--- config.mk ---
export PLATFORM = sky130hd
export DESIGN_NAME = watch_set_ctrl
export DESIGN_NICKNAME = d
export VERILOG_FILES = /design/src/rtl/watch_pkg.sv /design/src/rtl/btn_edge.sv /design/src/rtl/watch_set_ctrl.sv
export SDC_FILE = /design/constraint.sdc
export NUM_CORES = 1
export LEC_CHECK = 0
export CAP_MARGIN = 25
export CORE_AREA = 5 5 91 114
export CTS_CLUSTER_SIZE = 28
export DETAILED_ROUTE_END_ITERATION = 10
export DIE_AREA = 0 0 96 119
export GPL_ROUTABILITY_DRIVEN = 0
export PLACE_DENSITY = 0.71
export SYNTH_ARGS = -nofsm -noshare
export SYNTH_HDL_FRONTEND = slang
export SYNTH_HIERARCHICAL = 1
export SYNTH_SLANG_ARGS = --single-unit
--- constraint.sdc ---
create_clock -name clk -period 6.7 [get_ports clk]
set_clock_uncertainty 0.2 [all_clocks]
set_input_delay 1.005 -clock clk [delete_from_list [all_inputs] [get_ports clk]]
set_output_delay 1.005 -clock clk [all_outputs]
set_load 0.005 [all_outputs]
--- src/rtl/watch_pkg.sv ---
// Shared encodings for the watch time-set path: set-mode states and the
// field-select values driven towards the hour/min/sec counters.
package watch_pkg;

  typedef enum logic [1:0] {
    NORMAL   = 2'd0,
    SET_HOUR = 2'd1,
    SET_MIN  = 2'd2,
    SET_SEC  = 2'd3
  } state_t;

  localparam logic [1:0] SEL_HOUR = 2'd0;
  localparam logic [1:0] SEL_MIN  = 2'd1;
  localparam logic [1:0] SEL_SEC  = 2'd2;

  // NORMAL reports the hour field so o_sel is 0 outside set mode.
  function automatic logic [1:0] state_sel(input state_t s);
    case (s)
      SET_MIN: return SEL_MIN;
      SET_SEC: return SEL_SEC;
      default: return SEL_HOUR;
    endcase
  endfunction

endpackage

--- src/rtl/btn_edge.sv ---
// Rising-edge detector for one debounced button level. prev resets to 0 so a
// button held through reset release still produces a single edge.
module btn_edge (
  input  logic clk,
  input  logic reset,
  input  logic level,
  output logic rise
);

  logic prev;

  always_ff @(posedge clk or posedge reset) begin
    if (reset) prev <= 1'b0;
    else       prev <= level;
  end

  assign rise = level & ~prev;

endmodule

--- src/rtl/watch_set_ctrl.sv ---
// Time-set controller: mode/up/down buttons drive the set-mode FSM, field
// select, inc/dec pulses with press-and-hold auto-repeat, idle timeout and blink.
module watch_set_ctrl
  import watch_pkg::*;
#(
  parameter int HOLD_CYCLES    = 50_000_000,
  parameter int REPEAT_CYCLES  = 10_000_000,
  parameter int TIMEOUT_CYCLES = 1_000_000_000,
  parameter int BLINK_HALF     = 25_000_000
) (
  input  logic       clk,
  input  logic       reset,
  input  logic       i_btn_mode,
  input  logic       i_btn_up,
  input  logic       i_btn_down,
  output logic       o_set_mode,
  output logic [1:0] o_sel,
  output logic       o_inc,
  output logic       o_dec,
  output logic       o_blink
);

  localparam int HOLD_MAX = (HOLD_CYCLES > REPEAT_CYCLES) ? HOLD_CYCLES : REPEAT_CYCLES;
  localparam int HOLD_W   = (HOLD_MAX > 1) ? $clog2(HOLD_MAX) : 1;
  localparam int IDLE_W   = (TIMEOUT_CYCLES > 1) ? $clog2(TIMEOUT_CYCLES) : 1;
  localparam int BLINK_W  = (BLINK_HALF > 1) ? $clog2(BLINK_HALF) : 1;

  localparam logic [HOLD_W-1:0]  HOLD_LAST   = HOLD_W'(HOLD_CYCLES - 1);
  localparam logic [HOLD_W-1:0]  REPEAT_LAST = HOLD_W'(REPEAT_CYCLES - 1);
  localparam logic [IDLE_W-1:0]  IDLE_LAST   = IDLE_W'(TIMEOUT_CYCLES - 1);
  localparam logic [BLINK_W-1:0] BLINK_LAST  = BLINK_W'(BLINK_HALF - 1);

  logic mode_rise, up_rise, down_rise;

  btn_edge u_mode_edge (.clk(clk), .reset(reset), .level(i_btn_mode), .rise(mode_rise));
  btn_edge u_up_edge   (.clk(clk), .reset(reset), .level(i_btn_up),   .rise(up_rise));
  btn_edge u_down_edge (.clk(clk), .reset(reset), .level(i_btn_down), .rise(down_rise));

  state_t               state, state_n;
  logic [HOLD_W-1:0]    hold_cnt, hold_cnt_n;
  logic                 repeat_ph, repeat_ph_n;
  logic [IDLE_W-1:0]    idle_cnt, idle_cnt_n;
  logic [BLINK_W-1:0]   blink_cnt, blink_cnt_n;
  logic                 blink_n, inc_n, dec_n;
  logic                 timeout, change, active, run;

  always_comb begin
    state_n     = state;
    hold_cnt_n  = '0;
    repeat_ph_n = 1'b0;
    idle_cnt_n  = '0;
    blink_cnt_n = '0;
    blink_n     = 1'b1;
    inc_n       = 1'b0;
    dec_n       = 1'b0;

    // Timeout is checked first so it overrides a coincident mode edge.
    timeout = (state != NORMAL) && (idle_cnt == IDLE_LAST);
    if (timeout)        state_n = NORMAL;
    else if (mode_rise) state_n = state_t'(state + 2'd1);

    change = (state_n != state);
    active = (state != NORMAL) && !change;

    if (active && (up_rise ^ down_rise)) begin
      inc_n = up_rise;
      dec_n = down_rise;
    end

    // Hold counter only advances for a single steady button; any edge restarts it.
    run = active && (i_btn_up ^ i_btn_down) && !(up_rise | down_rise);
    if (run) begin
      if (hold_cnt == (repeat_ph ? REPEAT_LAST : HOLD_LAST)) begin
        repeat_ph_n = 1'b1;
        inc_n       = i_btn_up;
        dec_n       = i_btn_down;
      end else begin
        hold_cnt_n  = hold_cnt + HOLD_W'(1);
        repeat_ph_n = repeat_ph;
      end
    end

    if (!(state_n == NORMAL || change || mode_rise || up_rise || down_rise))
      idle_cnt_n = idle_cnt + IDLE_W'(1);

    // A pulse restarts blink at 1 so the edited field is visible right away.
    if (!(state_n == NORMAL || change || inc_n || dec_n)) begin
      if (blink_cnt == BLINK_LAST) begin
        blink_n = ~o_blink;
      end else begin
        blink_cnt_n = blink_cnt + BLINK_W'(1);
        blink_n     = o_blink;
      end
    end
  end

  always_ff @(posedge clk or posedge reset) begin
    if (reset) begin
      state      <= NORMAL;
      hold_cnt   <= '0;
      repeat_ph  <= 1'b0;
      idle_cnt   <= '0;
      blink_cnt  <= '0;
      o_set_mode <= 1'b0;
      o_sel      <= SEL_HOUR;
      o_inc      <= 1'b0;
      o_dec      <= 1'b0;
      o_blink    <= 1'b1;
    end else begin
      state      <= state_n;
      hold_cnt   <= hold_cnt_n;
      repeat_ph  <= repeat_ph_n;
      idle_cnt   <= idle_cnt_n;
      blink_cnt  <= blink_cnt_n;
      o_set_mode <= (state_n != NORMAL);
      o_sel      <= state_sel(state_n);
      o_inc      <= inc_n;
      o_dec      <= dec_n;
      o_blink    <= blink_n;
    end
  end

endmodule

[Word-level counts from Yosys, hierarchy flattened]
Index checks and enable logic that the tools add are counted.
Widths: inputs -> output; s select.
Word-level totals
  bits in registers: 93
  input port bits: 5
  word-level logic and storage cells: 70
Cells by class
  add/subtract/negate cells: 4
  equal/unequal tests: 7
  mux-type cells: 19
  bitwise gates (word level): 10
  reductions and logical operators: 17
Operator list (count)
  $mux 26: 3
  $mux 25: 2
  $add 30x1->30 const B: 1
  $eq 30x30->1 const B: 1
  $mux 30: 1
  $add 26x1->26 const B: 1
  $eq 26x26->1: 1
  $add 25x1->25 const B: 1
  $eq 25x25->1 const B: 1
  $mux 1: 10
  $logic_or 1x1->1: 6
  $reduce_bool 2->1: 3
  $logic_and 1x1->1: 5
  $eq 2x2->1 const B: 2
  $mux 2: 2
  $not 1->1: 4
  $pmux 2 s2: 1
  $and 1x1->1: 3
  $add 2x1->2 const B: 1
  $logic_not 1->1: 2
  $logic_not 2->1: 1
  $ne 2x1->1 const B: 1
  $ne 2x2->1: 1
  $xor 1x1->1: 2
  $or 1x1->1: 1

[Longest topological paths before layout]
Gate-level depths: netlist (run 1).
  depth after elaboration: 14
  depth in mapped cells: 10

[By module]
The synthesis (run 1) kept the hierarchy.
By module, submodules not included
  watch_set_ctrl: times used 1, cells each 491, area an instance 4788.3 um2
  btn_edge: times used 3, cells each 3, area an instance 42.5 um2

[Worst setup path before layout (run 1)]
Ideal clock, no wire load.
  path kind: input to register
  start point: input port i_btn_up
  end point: register blink_cnt[0]
  arrival time: 2368 ps
  slack: 4009 ps
  cell stages on the path: 9
  path buffers: 1
  path through: nor2b_4 -> inv_1 -> ha_1 -> nand2b_1 -> nor4_1 -> nand4_1 -> a21oi_4 -> buf_8 -> nor3_2
Between the ends
  cells in the longest elaborated chain, start to end: 9
  elaborated cells on any way between the ends: 17
Ends and longest elaborated chain
  start: declaration: line watch_set_ctrl.sv:14  | input logic i_btn_up,
  $and 1x1->1: line btn_edge.sv:17  | assign rise = level & ~prev;
  $xor 1x1->1: line watch_set_ctrl.sv:65  | if (active && (up_rise ^ down_rise)) begin
  $logic_and 1x1->1: line watch_set_ctrl.sv:65
  $mux 1: line watch_set_ctrl.sv:65
  $mux 1: line watch_set_ctrl.sv:73  | if (hold_cnt == (repeat_ph ? REPEAT_LAST : HOLD_LAST)) begin
  $mux 1: line watch_set_ctrl.sv:72  | if (run) begin
  $logic_or 1x1->1: line watch_set_ctrl.sv:87  | if (!(state_n == NORMAL || change || inc_n || dec_n)) begin
  $logic_or 1x1->1 *: line watch_set_ctrl.sv:87
  $mux 25 *: line watch_set_ctrl.sv:87
  via blink_cnt_n[0]: line watch_set_ctrl.sv:43  | logic [BLINK_W-1:0] blink_cnt, blink_cnt_n;
  end signal: assignment: line watch_set_ctrl.sv:114  | blink_cnt <= blink_cnt_n;
  end: declaration: line watch_set_ctrl.sv:43
The timed path passes the listed nets; every way through them passes the cells marked *.
A chain may end at the register's enable or synchronous reset.

[Worst setup path in the final report (run 1)]
  start point: input port i_btn_up
  end point: register o_inc
Between the ends
  cells in the longest elaborated chain, start to end: 6
  elaborated cells on any way between the ends: 11
Ends and longest elaborated chain
  $and 1x1->1 *: line btn_edge.sv:17
  via up_rise: line watch_set_ctrl.sv:33  | logic mode_rise, up_rise, down_rise;
  $xor 1x1->1: line watch_set_ctrl.sv:65
  $logic_and 1x1->1: line watch_set_ctrl.sv:65
  $mux 1: line watch_set_ctrl.sv:65
  $mux 1: line watch_set_ctrl.sv:73
  $mux 1 *: line watch_set_ctrl.sv:72
  via inc_n: line watch_set_ctrl.sv:44  | logic blink_n, inc_n, dec_n;
  end signal: assignment: line watch_set_ctrl.sv:117  | o_inc <= inc_n;
  end: declaration: line watch_set_ctrl.sv:18  | output logic o_inc,
Marked as above.

==> results.toml, run 1 <==
[outcome]
status = "finished, final reports clean"

[yosys]
yosysTopAreaCell = "dfrtp_1"
synth_cell_types = 51
syn_area_sq_um = 4920
async_flop_share_pct = 100
yosysSeqAreaShare_pct = 47.4
yosys_warnings = 6
syn_inst = 500
ys_ff_latch = 93
synth.area.top_cells = "dfrtp_1, xnor2_1, nor2_1"
synth_nets = 510
postSynthAreaPerCell_sq_um = 9.83
synth_flop_cell = "dfrtp_1"
synth_top_area_share_pct = 46.8
synth_edf_count = 0

[power_and_ir_drop]
cellPowerDensity_nw_per_um2 = 254
total_power_mw = 1.37
power.leakage_nw = 2.03
peakVddDrop_mv = 0.190

[drt]
num_vias = 3540
firstDrtPassIters = 4
drt_wl_total_um = 9390
wire_per_inst_um = 14.8
first_iter_violations = 185
viasPerCell = 5.59
drc_errors = 0
ant_nets = 0

[sta]
final-hold-violation-count = 0
timing.fmax_ghz = 0.288
maxSlewHeadroom_pct = 41.5
slew_viol_final = 0
rsz0062_at_grt = "false"
fin_crit_ns = 3.48
setup_viol = 0
worst_pin_slew_ns = 0.876
finalCritPeriodShare_pct = 51.9
setup_tns_ns = 0

[setup_path]
reg2reg_depth = 7
worstSetupPathType = "primary input to flip-flop"
cp_max_fo = 28
reg2reg_slack_ns = 3.71
cp.arrival_ns = 3.55
worst_setup_path_end_kind = "flip-flop"
start_kind = "primary input"
r2r-end = "o_inc$_DFF_PP0_"
r2r_start = "state[0]$_DFF_PP0_"
required_ns = 6.77

[final_layout]
area_growth_syn_to_layout_pct = 10.1
regArea_sq_um = 2330
instances_no_fill = 633
multi_input_area_sq_um = 2370
diodes = 0
nets = 515
fill_cells = 799
drive_gt1_share_pct = 8.82

[cts]
postCtsResizedCells = 0
ctsHoldBuffers = 0
clk_latency_ns = 0.35
cts-root-buf = "clkbuf_16"
cts_inserted_buffers = 9
numClockSinks = 93
cts_setup_buffers = 0
htreeDepth = 3
cts.clk_slew.worst_paths_ns = 0.07
cts_max_path_buffers = 2
tritoncts = "built"

[hold_path]
worstHoldStart = "idle_cnt[0]$_DFF_PP0_"
holdPathStages = 1
hold_class = "flip-flop to flip-flop"
whs_endpoint = "idle_cnt[0]$_DFF_PP0_"

[global_route]
overflow = 0
grt_pass1_vias = 3647
antenna_found_initial = 0
track_usage_pct = 18.8
grt_pass1_wl_um = 17200
grt_max_degree = 67

[floorplan]
die_area_sq_um = 11400
fp-row-count = 39
die_h_um = 119
die_w_um = 96
initial_core_util_pct = 54.2
coreArea_sq_um = 9080
ioPinCount = 11

[placement]
post-place-cells = 617
port_buffers = 10
dpl.hpwl_um = 6440

[flow_run]
max_cap_violations = 0
## layer usage
metal / part of all wire (%) / track usage (%) / vias up
li1: - / - / 1732
met1: 43 / 23.6 / 1753
met2: 53 / 31.2 / 38
met3: 2.4 / 3.85 / 17
met4: 2.2 / 7.47 / 0
met5: 0 / 0 / -
## cell usage after synthesis (9+ instances only)
library cell / count
nand4_1: 15
nand2_1: 23
nor3_2: 11
nor3_1: 31
and3_1: 9
xor2_1: 19
nor2_1: 79
dfrtp_1: 92
and4_1: 12
xnor2_1: 58
nor4_1: 19
nand3_1: 25
inv_1: 26
## metrics by stage
stage,worst slack (ns),instance area (sq um),util (%),hold WS (ns)
floorplan,3.16,4920,-,0.248
global placement,3.02,5060,55.8,0.268
detailed placement,2.89,5060,55.8,0.277
CTS,3.24,5410,59.6,0.286
global route,3.09,5410,59.6,0.306
finish,3.22,5410,59.6,0.284
## layout make-up
type / instances / share of cell area (%)
clock buffers: 10 / 4.42
clock inverters: 6 / 2.04
inverters: 26 / 1.83
multi-input cells: 364 / 43.8
flip-flops and latches: 93 / 43.0
well taps: 123 / 2.84
repair buffers: 11 / 1.99
## placed cells by master (no fill, tap or decap), types with 3 or more instances in the layout
cell | synthesis | final
dfrtp_1 | 92 | 92
a21oi_1 | 5 | 5
nand2_1 | 23 | 23
clkbuf_16 | 0 | 9
inv_1 | 26 | 25
nand4_1 | 15 | 15
nor3_1 | 31 | 31
and4_1 | 12 | 12
o211ai_1 | 3 | 3
o21ai_0 | 3 | 3
nand3_1 | 25 | 25
xor2_1 | 19 | 19
nor4_1 | 19 | 19
nor3_2 | 11 | 11
xnor2_1 | 58 | 58
and3_1 | 9 | 9
nor2_1 | 79 | 79
or3_1 | 3 | 3
bufinv_16 | 0 | 3
nor4b_1 | 3 | 3
nor2b_4 | 3 | 3
ha_1 | 5 | 5
clkdlybuf4s50_1 | 0 | 10
nor2b_1 | 3 | 3
and2_1 | 4 | 4
nand2b_1 | 5 | 5
## registers in the layout, indices dropped and copies added (netlist names)
signal and flops:
state 2, o_inc 1, u_up_edge/prev 1, u_down_edge/prev 1, blink_cnt 25, u_mode_edge/prev 1, o_dec 1, repeat_ph 1
o_set_mode 1, idle_cnt 30, hold_cnt 26, o_blink 1, o_sel 2
## worst max-delay path by stage
stage	endpoint	from	cells past startpoint
after CTS	o_inc$_DFF_PP0_	i_btn_up	9
final	o_inc$_DFF_PP0_	i_btn_up	9
after detailed placement	o_inc$_DFF_PP0_	i_btn_up	9
after floorplan	blink_cnt[0]$_DFF_PP0_	reset	1
after global routing	o_dec$_DFF_PP0_	i_btn_up	9
after global placement	o_dec$_DFF_PP0_	i_btn_up	9
## kinds of logic (layout without fill, tap and decap cells)
logic type               count (synthesis)  after routing  share of synthesized area [%]
adder cells (fa/ha/maj)                  5              5                           1.27
XOR/XNOR                                77             77                           13.7
AND/OR/NAND/NOR                        264            264                           30.3
multiplexers                             2              2                          0.407
flip-flops                              93             93                           47.4
AO/OA/AOI/OAI                           16             16                           2.52
buffers and inverters                   43             53                           4.38
## power by group
group	switching, mW	total, mW	leakage [nW]	internal, mW
combinational	0.113	0.174	0.593	0.0608
sequential	0.0246	0.614	1.28	0.589
clock	0.213	0.587	0.165	0.374
## critical path, cell delays in order
cell and delay (ns):
clkdlybuf4s50_1 0.51, nor2b_4 0.19, inv_1 0.06, ha_1 0.15, nand2b_1 0.07, nor4_1 0.23, nand4_1 0.28, a21oi_4 0.79
mux2i_1 0.26
(Power assumes the default switching activity.)
==> inputs of run 2 (changes only) <==
==> constraint.sdc (replaced) <==
create_clock -name clk -period 3.3 [get_ports clk]
set_clock_uncertainty 0.2 [all_clocks]
set_input_delay 0.495 -clock clk [delete_from_list [all_inputs] [get_ports clk]]
set_output_delay 0.495 -clock clk [all_outputs]
set_load 0.005 [all_outputs]
==> run 2 against run 1 <==
Net effect: register-to-register slack lost 3.3 ns; global-route usage decreased by 0.53 points; critical path depth shrank 2; largest power group unchanged.
==> results.toml, run 2 (synthesized netlist as in run 1, its figures left out) <==
[outcome]
status = "finished, final reports clean"

[sta]
final-hold-violation-count = 0
maxSlewHeadroom_pct = 56.9
rsz0062_at_grt = "false"
finalCritPeriodShare_pct = 87.1
fin_hold_ws_ns = 0.265
fin_crit_ns = 2.87
setup_tns_ns = 0
setup_viol = 0
slew_viol_final = 0
timing.fmax_ghz = 0.348
worst_pin_slew_ns = 0.645

[cts]
cts_max_path_buffers = 2
cts-root-buf = "clkbuf_16"
clk_latency_ns = 0.34
cts_inserted_buffers = 9
tritoncts = "built"
postCtsResizedCells = 0
ctsHoldBuffers = 0
cts.clk_slew.worst_paths_ns = 0.07
cts_setup_buffers = 0
htreeDepth = 3
numClockSinks = 93

[setup_path]
cp.arrival_ns = 2.87
worstSetupPathType = "flip-flop to flip-flop"
critPathTopFamily = "simple AND/OR/NAND/NOR gates"
cp.depth = 7
reg2reg_slack_ns = 0.43
crit_chain = "inv_1 -> ha_1 -> nor4b_2 -> nand4_1 -> nor3_2 -> nand4b_2 -> nor3_1"
r2r-end = "blink_cnt[11]$_DFF_PP0_"
start_kind = "flip-flop"
r2r_start = "state[0]$_DFF_PP0_"
cp-startpoint = "state[0]$_DFF_PP0_"
cp_max_fo = 19
cp-endpoint = "blink_cnt[11]$_DFF_PP0_"
cpMaxStageDelayCell = "nand4b_2"
required_ns = 3.30
reg2reg_depth = 7
path_buf_inv = 1
max_stage_delay_ns = 0.53
worst_setup_path_end_kind = "flip-flop"

[final_layout]
drive_gt1_share_pct = 10.1
final_common_cell = "dfrtp_1"
diodes = 0
final_cell_mix = "dfrtp_1, nor2_1, xnor2_1"
area_growth_syn_to_layout_pct = 10.7
final_cell_area_sq_um = 5440
top_register = "idle_cnt"
largest_register_ffs = 30
nets = 522
reg_top3 = "idle_cnt: 30 flops, hold_cnt: 26 flops, blink_cnt: 25 flops"

[drt]
firstDrtPassIters = 4
ant_nets = 0
first_iter_violations = 114
drc_errors = 0
drt_wl_total_um = 9430
num_vias = 3494
wire_per_inst_um = 14.7
viasPerCell = 5.46

[power_and_ir_drop]
sw_frac_of_total_pct = 27.3
p_clk_share_pct = 38.9
power.internal_mw = 1.93
seqPwrFrac_pct = 46.9
cellPowerDensity_nw_per_um2 = 487
peakVddDrop_mv = 0.315
combPwrFrac_pct = 14.2
p_sw_mw = 0.724
power.leakage_nw = 2.05
total_power_mw = 2.65

[global_route]
track_usage_pct = 18.2
antenna_found_initial = 0
grt_pass1_vias = 3554
grt_max_degree = 56
grt_pass1_wl_um = 16600
overflow = 0

[floorplan]
die_h_um = 119
die_area_sq_um = 11400
die_w_um = 96
fp-row-count = 39
ioPinCount = 11
initial_core_util_pct = 54.2
coreArea_sq_um = 9080

[placement]
place_area_sq_um = 5140
port_buffers = 10
dpl.hpwl_um = 6480

[flow_run]
max_cap_violations = 0

[hold_path]
hold_class = "primary input to async pin"
## run 2: cell types whose count changed in the layout (fill, tap and decap cells not counted)
cell       delta
clkbuf_8      -1
bufinv_16     -2
buf_4         +5
buf_12        +2
clkinv_4      +3
## run 2: power by group through the flow
stage	registers, mW	logic (mW)	clock network (mW)
floorplan	1.26	0.269	0
global placement	1.26	0.370	0
detailed placement	1.27	0.382	0
CTS	1.24	0.383	1.05
global route	1.25	0.428	1.11
finish	1.24	0.376	1.03
## run 2: routing by layer
layer  part of all wire (%)  GRT usage, %
met3                    2.2          3.66
met1                     44          22.7
met5                      0             0
met2                     53          31.0
met4                    1.2          6.32
## run 2: cell type report
type	instances	area, sq um
fillers	790	3640
clock inverters	7	76.3
inverters	26	98.8
multi-input cells	364	2370
flip-flops and latches	93	2330
well taps	123	154
clock buffers	9	225
repair buffers	18	185
## run 2: worst min path at each step
stage,end,startpoint,slack (ns),cells past startpoint
3_3_place_gp,idle_cnt[0]$_DFF_PP0_,idle_cnt[0]$_DFF_PP0_,0.26,1
5_1_grt,u_down_edge/prev$_DFF_PP0_,reset,0.27,2
6_report,u_mode_edge/prev$_DFF_PP0_,reset,0.26,2
3_5_place_dp,idle_cnt[0]$_DFF_PP0_,idle_cnt[0]$_DFF_PP0_,0.27,1
4_1_cts,u_down_edge/prev$_DFF_PP0_,reset,0.27,2
2_1_floorplan,u_down_edge/prev$_DFF_PP0_,reset,0.02,1
## run 2: metrics by stage
stage | utilization [%] | setup slack [ns] | std cells
3_5_place_dp | 56.6 | 0.170 | 624
3_3_place_gp | 56.6 | 0.262 | 624
5_1_grt | 59.9 | 0.230 | 640
4_1_cts | 59.9 | 0.406 | 640
6_report | 59.9 | 0.426 | 640
2_1_floorplan | - | 0.271 | 500
==> inputs of run 3 (changes only) <==
--- a/config.mk
+++ b/config.mk
@@ -10,8 +10,8 @@
 export CTS_CLUSTER_SIZE = 28
 export DETAILED_ROUTE_END_ITERATION = 10
 export DIE_AREA = 0 0 96 119
-export GPL_ROUTABILITY_DRIVEN = 0
-export PLACE_DENSITY = 0.71
+export GPL_ROUTABILITY_DRIVEN = 1
+export PLACE_DENSITY = 0.73
 export SYNTH_ARGS = -nofsm -noshare
 export SYNTH_HDL_FRONTEND = slang
 export SYNTH_HIERARCHICAL = 1
==> run 3 against run 2 <==
Net effect: sequential cell count stayed put; design area fell by 0.28%; sequential share of layout area rose by 0.12 points; routed wire length decreased by 2.0%; non-clock buffer count down 1; final cell count shrank 0.16%; total power fell by 0.67%; via count up 1.0%; register-to-register slack improved by 0.09 ns; critical path depth up 1; critical path type is now primary input to flip-flop.
==> results.toml, run 3 (synthesized netlist as in run 1, its figures left out) <==
[final_layout]
final_util_pct = 59.8
final_common_cell = "dfrtp_1"
largest_register_ffs = 30
final_cell_mix = "dfrtp_1, nor2_1, xnor2_1"
diodes = 0
top_register = "idle_cnt"
fill_cells = 787
area_growth_syn_to_layout_pct = 10.4
nets = 521
reg_top3 = "idle_cnt: 30 flops, hold_cnt: 26 flops, blink_cnt: 25 flops"
drive_gt1_share_pct = 9.50

[global_route]
grt_pass1_vias = 3645
grt_pass1_wl_um = 16700
grt_max_degree = 64
busiest_layer = "met2"
grtUsageMet3_pct = 4.10
overflow = 0
use_met2_pct = 30.8
track_usage_pct = 18.3
grt.met1_usage_pct = 22.8
antenna_found_initial = 0

[setup_path]
cp_max_fo = 19
worst_setup_path_end_kind = "flip-flop"
max_stage_delay_ns = 0.58
cpMaxStageDelayCell = "nand4b_2"
crit_chain = "clkdlybuf4s50_1 -> nor2b_4 -> inv_1 -> ha_1 -> nor2b_1 -> o21ai_0 -> nand4b_2 -> nor3_1"
required_ns = 3.34
worstSetupPathType = "primary input to flip-flop"
start_kind = "primary input"
cp.arrival_ns = 2.86

[floorplan]
die_area_sq_um = 11400
fp-row-count = 39
coreArea_sq_um = 9080
initial_core_util_pct = 54.2
ioPinCount = 11
die_w_um = 96
die_h_um = 119

[sta]
maxSlewHeadroom_pct = 56.3
slew_viol_final = 0
timing.fmax_ghz = 0.354
worst_pin_slew_ns = 0.653
setup_tns_ns = 0
rsz0062_at_grt = "false"
final-hold-violation-count = 0
finalCritPeriodShare_pct = 85.6
fin_crit_ns = 2.82
worst_slack_ns = 0.476
setup_viol = 0

[placement]
place_congestion = 0.806
port_buffers = 10
dp_slack_ns = 0.0820
dpl.hpwl_um = 6380

[drt]
ant_nets = 0
firstDrtPassIters = 4
drc_errors = 0
wire_per_inst_um = 14.5
viasPerCell = 5.52
num_vias = 3529
drt_wl_total_um = 9240
first_iter_violations = 144

[cts]
cts_max_path_buffers = 2
cts-root-buf = "clkbuf_16"
tritoncts = "built"
numClockSinks = 93
cts_inserted_buffers = 9
cts.clk_slew.worst_paths_ns = 0.06
clk_latency_ns = 0.34
postCtsResizedCells = 0
htreeDepth = 3
ctsHoldBuffers = 0
cts_setup_buffers = 0

[power_and_ir_drop]
total_power_mw = 2.63
power.leakage_nw = 2.05
peakVddDrop_mv = 0.252
cellPowerDensity_nw_per_um2 = 485

[hold_path]
hold_class = "primary input to async pin"

[outcome]
status = "finished, final reports clean"

[flow_run]
max_cap_violations = 0
==> run 3: power by group <==
part	leakage, nW	total, mW	internal [mW]	switching [mW]
clock	0.143	1.01	0.605	0.407
combinational	0.630	0.373	0.133	0.241
sequential	1.28	1.25	1.20	0.0509
total	2.05	2.63	1.93	0.698
==> run 3: final timing paths <==
path	startpoint	endpoint	slack [ns]	cells past startpoint
max	i_btn_up	blink_cnt[5]$_DFF_PP0_	0.48	8
min	reset	u_mode_edge/prev$_DFF_PP0_	0.26	2
max reg2reg	state[0]$_DFF_PP0_	o_blink$_DFFE_PP1P_	0.52	8
min reg2reg	idle_cnt[0]$_DFF_PP0_	idle_cnt[0]$_DFF_PP0_	0.29	1
max in group asynchronous	reset	hold_cnt[5]$_DFF_PP0_	1.73	3
min in group clk	idle_cnt[0]$_DFF_PP0_	idle_cnt[0]$_DFF_PP0_	0.29	1
==> run 3: layout make-up <==
class / instances / area (sq um) / share of cell area (%)
clock inverters: 4 / 47.5 / 0.876
flip-flops and latches: 93 / 2330 / 42.9
inverters: 26 / 98.8 / 1.82
repair buffers: 17 / 178 / 3.27
multi-input cells: 364 / 2370 / 43.7
well taps: 123 / 154 / 2.84
clock buffers: 12 / 246 / 4.54
==> run 3: layer usage <==
layer	part of all wire, %	wire length (um)	vias to the layer above
li1	-	-	1741
met1	43	3990	1731
met2	53	4860	44
met3	2.4	218	13
met4	1.9	177	0
met5	0	0	-
==> run 3: stage by stage <==
stage	std cells	area [sq um]	hold slack [ns]
6_report	639	5430	0.261
5_1_grt	639	5430	0.269
4_1_cts	639	5430	0.250
3_5_place_dp	623	5130	0.286
3_3_place_gp	623	5130	0.266
2_1_floorplan	500	4920	0.0237
==> run 3: worst max-delay path: cells and delay by family <==
family	cells	cell delay [ns]
AOI/OAI and AO/OA	1	0.15
buffers and inverters	2	0.62
adders and majority gates	1	0.27
and+or+nand+nor	4	1.31
